## config.mk

```make
export PLATFORM = sky130hd
export DESIGN_NAME = hazard_unit
export DESIGN_NICKNAME = d
export VERILOG_FILES = /design/src/rtl/pipeline_pkg.sv /design/src/rtl/hazard_stats.sv /design/src/rtl/hazard_unit.sv
export SDC_FILE = /design/constraint.sdc
export NUM_CORES = 1
export LEC_CHECK = 0
export ABC_AREA = 0
export BUFFER_PORTS_ARGS = -buffer_cell sky130_fd_sc_hd__clkbuf_2
export CORE_MARGIN = 2
export CORE_UTILIZATION = 40
export CTS_CLUSTER_DIAMETER = 200
export DETAILED_ROUTE_END_ITERATION = 6
export PLACE_DENSITY_LB_ADDON = 0.2
export SYNTH_ARGS = -nofsm -noshare
export SYNTH_HDL_FRONTEND = slang
export SYNTH_SLANG_ARGS = --single-unit
```

## constraint.sdc

```tcl
create_clock -name clk -period 2.6 [get_ports clk]
set_clock_uncertainty 0.15 [all_clocks]
set_input_delay 0.52 -clock clk [delete_from_list [all_inputs] [get_ports clk]]
set_output_delay 0.52 -clock clk [all_outputs]
set_load 0.01 [all_outputs]
```

## src/rtl/pipeline_pkg.sv

```systemverilog
// pipeline_pkg
//   Shared definitions for the pipeline hazard control slice.
//   - state_e   : hazard FSM encoding (RUN, STALL, FREEZE)
//   - REG_W     : architectural register-number width
//   - REG_ZERO  : register $0, which never carries a real dependency
//   - load_use_hazard() : load-use dependency test between the ID operands
//                         and the destination of a load sitting in EX
package pipeline_pkg;

  localparam int REG_W = 5;
  localparam logic [REG_W-1:0] REG_ZERO = '0;

  typedef enum logic [1:0] {
    RUN    = 2'd0,
    STALL  = 2'd1,
    FREEZE = 2'd2
  } state_e;

  // A load into $0 is discarded by the register file, so it can never
  // feed a dependent instruction.
  function automatic logic load_use_hazard(
    input logic             mem_read_ex,
    input logic [REG_W-1:0] rt_ex,
    input logic [REG_W-1:0] rs_id,
    input logic [REG_W-1:0] rt_id,
    input logic             uses_rt_id
  );
    return mem_read_ex && (rt_ex != REG_ZERO) &&
           ((rt_ex == rs_id) || (uses_rt_id && (rt_ex == rt_id)));
  endfunction

endpackage

```

## src/rtl/hazard_stats.sv

```systemverilog
// hazard_stats
//   Two saturating event counters for the hazard unit.
//   Ports:
//     clk, reset      : clock and asynchronous active-high reset
//     stall_inc       : one bubble inserted this cycle
//     flush_inc       : one redirect flush applied this cycle
//     stall_cnt       : bubbles inserted since reset (saturates at all-ones)
//     flush_cnt       : redirect flushes since reset (saturates at all-ones)
module hazard_stats #(
  parameter int CNT_W = 16
) (
  input  logic             clk,
  input  logic             reset,
  input  logic             stall_inc,
  input  logic             flush_inc,
  output logic [CNT_W-1:0] stall_cnt,
  output logic [CNT_W-1:0] flush_cnt
);

  logic [CNT_W-1:0] stall_cnt_q, stall_cnt_d;
  logic [CNT_W-1:0] flush_cnt_q, flush_cnt_d;

  always_comb begin
    stall_cnt_d = stall_cnt_q;
    flush_cnt_d = flush_cnt_q;
    if (stall_inc && (stall_cnt_q != '1)) begin
      stall_cnt_d = stall_cnt_q + 1'b1;
    end
    if (flush_inc && (flush_cnt_q != '1)) begin
      flush_cnt_d = flush_cnt_q + 1'b1;
    end
  end

  always_ff @(posedge clk or posedge reset) begin
    if (reset) begin
      stall_cnt_q <= '0;
      flush_cnt_q <= '0;
    end else begin
      stall_cnt_q <= stall_cnt_d;
      flush_cnt_q <= flush_cnt_d;
    end
  end

  assign stall_cnt = stall_cnt_q;
  assign flush_cnt = flush_cnt_q;

endmodule

```

## src/rtl/hazard_unit.sv

```systemverilog
// hazard_unit
//   Front-end pipeline control: drives the load enables and flushes of the
//   PC, IF_ID and ID_EX registers.
//   - Load-use hazard  : hold PC and IF_ID, insert LOAD_STALL_CYCLES bubbles
//                        into ID_EX.
//   - Redirect (taken branch / jump in EX): flush IF_ID and ID_EX.
//   - Mem_busy         : freeze PC, IF_ID and ID_EX; outstanding bubbles are
//                        held and issued after the memory releases.
//   Priority: Mem_busy > redirect > hazard.
//   Outputs are Mealy (combinational from state and inputs). While reset is
//   asserted all outputs sit at their defaults.
//
//   Ports:
//     clk, reset                       : clock, async active-high reset
//     Rs_ID, Rt_ID, UsesRt_ID          : operands of the instruction in ID
//     Rt_EX, MemRead_EX                : load destination in EX
//     Branch_taken_EX, Jump_EX         : redirect resolved in EX
//     Mem_busy                         : data memory not ready
//     PC_Write, IF_ID_Write, ID_EX_Write : load enables
//     IF_ID_Flush, ID_EX_Flush         : NOP / bubble insertion
//     Stall_cnt, Flush_cnt             : statistics (zero unless enabled)
//     dbg_state                        : current FSM state
//
//   Build option: define HAZARD_STATS_EN to instantiate the statistics
//   counters; otherwise Stall_cnt/Flush_cnt are tied to 0.
module hazard_unit
  import pipeline_pkg::*;
#(
  parameter int LOAD_STALL_CYCLES = 1,
  parameter int CNT_W             = 16
) (
  input  logic             clk,
  input  logic             reset,
  input  logic [REG_W-1:0] Rs_ID,
  input  logic [REG_W-1:0] Rt_ID,
  input  logic             UsesRt_ID,
  input  logic [REG_W-1:0] Rt_EX,
  input  logic             MemRead_EX,
  input  logic             Branch_taken_EX,
  input  logic             Jump_EX,
  input  logic             Mem_busy,
  output logic             PC_Write,
  output logic             IF_ID_Write,
  output logic             IF_ID_Flush,
  output logic             ID_EX_Flush,
  output logic             ID_EX_Write,
  output logic [CNT_W-1:0] Stall_cnt,
  output logic [CNT_W-1:0] Flush_cnt,
  output state_e           dbg_state
);

  localparam int LEFT_W = 4;
  // Bubbles still owed after the first one issued in the hazard cycle.
  localparam logic [LEFT_W-1:0] STALL_RELOAD = LEFT_W'(LOAD_STALL_CYCLES - 1);

  state_e            state_q, state_d;
  logic [LEFT_W-1:0] left_q, left_d;

  logic hazard;
  logic redirect;
  logic act_freeze;
  logic act_stall;

  always_comb begin
    hazard   = load_use_hazard(MemRead_EX, Rt_EX, Rs_ID, Rt_ID, UsesRt_ID);
    redirect = Branch_taken_EX | Jump_EX;

    state_d     = state_q;
    left_d      = left_q;
    PC_Write    = 1'b1;
    IF_ID_Write = 1'b1;
    ID_EX_Write = 1'b1;
    IF_ID_Flush = 1'b0;
    ID_EX_Flush = 1'b0;
    act_freeze  = 1'b0;
    act_stall   = 1'b0;

    // Pick which behaviour applies this cycle. A FREEZE exit cycle behaves
    // like STALL when bubbles are still owed, otherwise like RUN, so the
    // total bubble count per hazard is unaffected by the freeze.
    case (state_q)
      RUN:     act_freeze = Mem_busy;
      STALL: begin
        act_freeze = Mem_busy;
        act_stall  = !Mem_busy;
      end
      FREEZE: begin
        act_freeze = Mem_busy;
        act_stall  = !Mem_busy && (left_q != '0);
      end
      default: ;
    endcase

    if (act_freeze) begin
      PC_Write    = 1'b0;
      IF_ID_Write = 1'b0;
      ID_EX_Write = 1'b0;
      state_d     = FREEZE;
    end else if (act_stall) begin
      if (redirect) begin
        // The stalled instruction is on the wrong path: drop it and the
        // remaining bubbles.
        IF_ID_Flush = 1'b1;
        ID_EX_Flush = 1'b1;
        left_d      = '0;
        state_d     = RUN;
      end else begin
        PC_Write    = 1'b0;
        IF_ID_Write = 1'b0;
        ID_EX_Flush = 1'b1;
        left_d      = left_q - 1'b1;
        state_d     = (left_q == LEFT_W'(1)) ? RUN : STALL;
      end
    end else begin
      state_d = RUN;
      if (redirect) begin
        IF_ID_Flush = 1'b1;
        ID_EX_Flush = 1'b1;
      end else if (hazard) begin
        PC_Write    = 1'b0;
        IF_ID_Write = 1'b0;
        ID_EX_Flush = 1'b1;
        if (STALL_RELOAD != '0) begin
          left_d  = STALL_RELOAD;
          state_d = STALL;
        end
      end
    end

    // Outputs return to defaults as soon as reset is asserted, without
    // waiting for a clock edge.
    if (reset) begin
      PC_Write    = 1'b1;
      IF_ID_Write = 1'b1;
      ID_EX_Write = 1'b1;
      IF_ID_Flush = 1'b0;
      ID_EX_Flush = 1'b0;
    end
  end

  always_ff @(posedge clk or posedge reset) begin
    if (reset) begin
      state_q <= RUN;
      left_q  <= '0;
    end else begin
      state_q <= state_d;
      left_q  <= left_d;
    end
  end

  assign dbg_state = state_q;

`ifdef HAZARD_STATS_EN
  // A bubble flushes ID_EX alone; a redirect flushes IF_ID as well.
  logic stall_inc;
  logic flush_inc;
  assign stall_inc = ID_EX_Flush & ~IF_ID_Flush;
  assign flush_inc = IF_ID_Flush;

  hazard_stats #(
    .CNT_W(CNT_W)
  ) u_stats (
    .clk      (clk),
    .reset    (reset),
    .stall_inc(stall_inc),
    .flush_inc(flush_inc),
    .stall_cnt(Stall_cnt),
    .flush_cnt(Flush_cnt)
  );
`else
  assign Stall_cnt = '0;
  assign Flush_cnt = '0;
`endif

endmodule

```

==> impl_metrics.py <==
metrics = {
    "final_layout": {
        "area_growth_pct": 11.50,
        "finalInstanceArea_sq_um": 909.6,
        "diodes": 0,
        "n_fill_cell": 207,
        "drive_above_1_share": 0.2879,
        "fin_nets": 162,
    },
    "floorplan": {
        "dieHeight_microns": 49.16,
        "pin_count": 61,
        "start_util": 0.4201,
        "die_w_microns": 49.16,
        "dieArea_sq_mm": 0.002417,
        "coreArea_sq_mm": 0.001942,
        "rows": 16,
    },
    "synthesis": {
        "syn_inst": 100,
        "ys_seq_area_frac": 0.1840,
        "syn_avg_cell_area_sq_um": 8.158,
        "synth_area_sq_um": 815.8,
        "ys_ff_latch": 6,
        "synth_cell_types": 29,
        "ys_warn_count": 0,
    },
    "route": {
        "post_drt_wl_per_cell_microns": 9.774,
        "drtIter0Drc": 15,
        "ant_nets": 0,
        "dr.pass1.iters": 4,
        "drc": 0,
        "via_per_inst": 4.358,
        "totalWireLength_microns": 1554,
        "vias": 693,
    },
    "cts": {
        "cts_tree": "done",
        "clk_pin_slew_ns": 0.05,
        "cts_sinks": 6,
        "clockRootBuffer": "clkbuf_4",
        "numCtsBuffers": 3,
        "htree_levels": 1,
        "clockBufferDepth": 2,
        "cts_hold_buf": 0,
        "worstSkewPairLatency_ns": 0.25,
    },
    "placement": {
        "placed_area_sq_um": 854.6,
        "place_congestion": 0.8412,
        "portBuffers": 28,
        "hpwlAfterDp_microns": 1277,
    },
    "critical_path": {
        "crit_path_top_delay_cell": "dfrtp_1",
        "path_buf_inv": 2,
        "critPathLaunchType": "flip-flop",
        "required_ns": 1.93,
        "cp-end-kind": "output port",
        "ff2ff_setup_slack_ns": 0.71,
        "crit_arrival_ns": 1.95,
        "worstPathMaxFanout": 3,
        "cpPeakStageDelay_ns": 0.40,
        "crit_chain": "inv_2 -> ha_1 -> or3b_4 -> a21o_1 -> a32oi_1 -> o21a_1 -> buf_2",
        "critPathTopFamily": "compound AO/OA/AOI/OAI gates",
        "critPathKind": "flip-flop to output port",
    },
    "power": {
        "worst_ir_drop_vdd_v": 0.0002975,
        "p_leak_nw": 0.4991,
        "power.density_mw_per_mm2": 600.4,
    },
    "grt": {
        "groute.usage.overall": 0.1191,
        "grt_use_met1": 0.1394,
        "grt_pass1_wl_microns": 2263,
        "grt_max_degree": 9,
        "grt_pass1_vias": 571,
        "grt-ovfl-total": 0,
        "busiest_layer": "met2",
        "grtUsageMet2": 0.2005,
        "grt_antenna_before_repair": 0,
        "use_met3": 0.02147,
    },
    "sta": {
        "setup_tns_ns": -0.04224,
        "period_needed_ns": 2.622,
        "post-route-period-util": 1.008,
        "max_freq_mhz": 381.4,
        "fin_ws_ns": -0.02180,
        "setup_viol": 2,
        "rsz0062_at_grt": "true",
        "hold_viol": 0,
        "whs_ns": 0.09282,
        "drv_slew": 0,
    },
    "status": {
        "violations": "negative setup slack",
        "status": "complete, but fails checks",
    },
    "run": {
        "max_cap_viol_count": 0,
    },
    "hold_path": {
        "worstHoldPathType": "primary input to asynchronous set/reset pin",
    },
}
==> cell usage after synthesis <==
library cell | n | share of area
o41ai_1 | 2 | 0.021
nand4b_1 | 1 | 0.011
inv_1 | 5 | 0.023
nor3_1 | 7 | 0.043
ha_1 | 6 | 0.092
xnor2_1 | 1 | 0.011
conb_1 | 1 | 0.0046
or3_1 | 1 | 0.0077
o21ai_0 | 5 | 0.031
nand2b_1 | 2 | 0.015
a31oi_1 | 1 | 0.0077
a21oi_1 | 1 | 0.0061
buf_4 | 33 | 0.30
a21o_1 | 1 | 0.0092
or4_1 | 1 | 0.0092
mux2i_1 | 1 | 0.012
a32oi_1 | 2 | 0.021
nand3_1 | 1 | 0.0061
dfrtp_1 | 6 | 0.18
nor2b_1 | 1 | 0.0077
nor2_1 | 5 | 0.023
nor4_1 | 1 | 0.0077
a211oi_1 | 1 | 0.0092
xor2_1 | 9 | 0.097
nand4_1 | 1 | 0.0077
nand2_1 | 1 | 0.0046
o21a_1 | 1 | 0.0092
or3b_1 | 1 | 0.011
clkbuf_1 | 1 | 0.0046
==> metal layers <==
layer | routed length [microns] | share of wire
met4 | 6 | 0.0039
met1 | 592 | 0.38
met2 | 797 | 0.51
met3 | 158 | 0.10
met5 | 0 | 0
==> repair_timing <==
item | 4_1_cts | 5_1_grt
cloned | 0 | 0
buffers inserted | 1 | 3
pin swaps | 1 | 2
resized for setup | 2 | 3
setup endpoints to repair | 2 | 2
==> through the flow <==
stage / setup slack (ns) / std cells / utilization / total power, mW
finish: -0.02180 / 159 / 0.4684 / 0.5461
global route: -0.09471 / 159 / 0.4684 / 0.5969
CTS: 0.006683 / 156 / 0.4555 / 0.4886
detailed placement: 0.1718 / 152 / 0.4401 / 0.3829
global placement: 0.2076 / 152 / 0.4401 / 0.3816
floorplan: 0.2316 / 131 / - / 0.3537
==> cell usage in the layout, fill, tap and decap left out, types with 2 or more instances in the layout <==
cell / count
buf_2: 2
conb_1: 32
nor2_1: 5
nor3_1: 7
nand2b_1: 2
xor2_1: 9
dfrtp_1: 6
clkbuf_2: 26
buf_4: 4
a32oi_1: 2
o21ai_0: 5
o41ai_1: 2
clkbuf_4: 3
inv_2: 2
inv_1: 3
ha_1: 6
==> area by class of cell <==
cell class | instances | area (sq um) | share of cell area
Timing Repair Buffer | 32 | 170.2 | 0.1871
Tap cell | 27 | 33.78 | 0.03714
Sequential cell | 6 | 150.1 | 0.1651
Inverter | 5 | 18.77 | 0.02063
Multi-Input combinational cell | 86 | 514.2 | 0.5653
Clock buffer | 3 | 22.52 | 0.02476
==> flip-flops by register name, indices dropped and copies added (netlist names) <==
register / cells
left_q: 4
dbg_state: 2
==> final timing paths <==
path | startpoint | end | cells past startpoint
setup / recovery | left_q[0] | PC_Write | 7
hold / removal | reset | dbg_state[1] | 2
setup reg to reg | left_q[0] | left_q[2] | 7
hold reg to reg | left_q[3] | left_q[3] | 1
max in group asynchronous | reset | left_q[2] | 2
min in group clk | left_q[3] | left_q[3] | 1
==> logic make-up after synthesis <==
logic type | synth area share
AND/OR/NAND/NOR | 0.1534
AO/OA/AOI/OAI | 0.1150
other | 0.004597
multiplexers | 0.01227
flip-flops | 0.1840
XOR/XNOR | 0.1074
buffers and inverters | 0.3313
adder cells (fa/ha/maj) | 0.09202
==> where the power goes <==
group / internal, mW / switching, mW
clock: 0.0524 / 0.0368
sequential: 0.121 / 0.0262
combinational: 0.152 / 0.157
total: 0.326 / 0.220
Note: power is estimated with default switching activity, not from simulation.
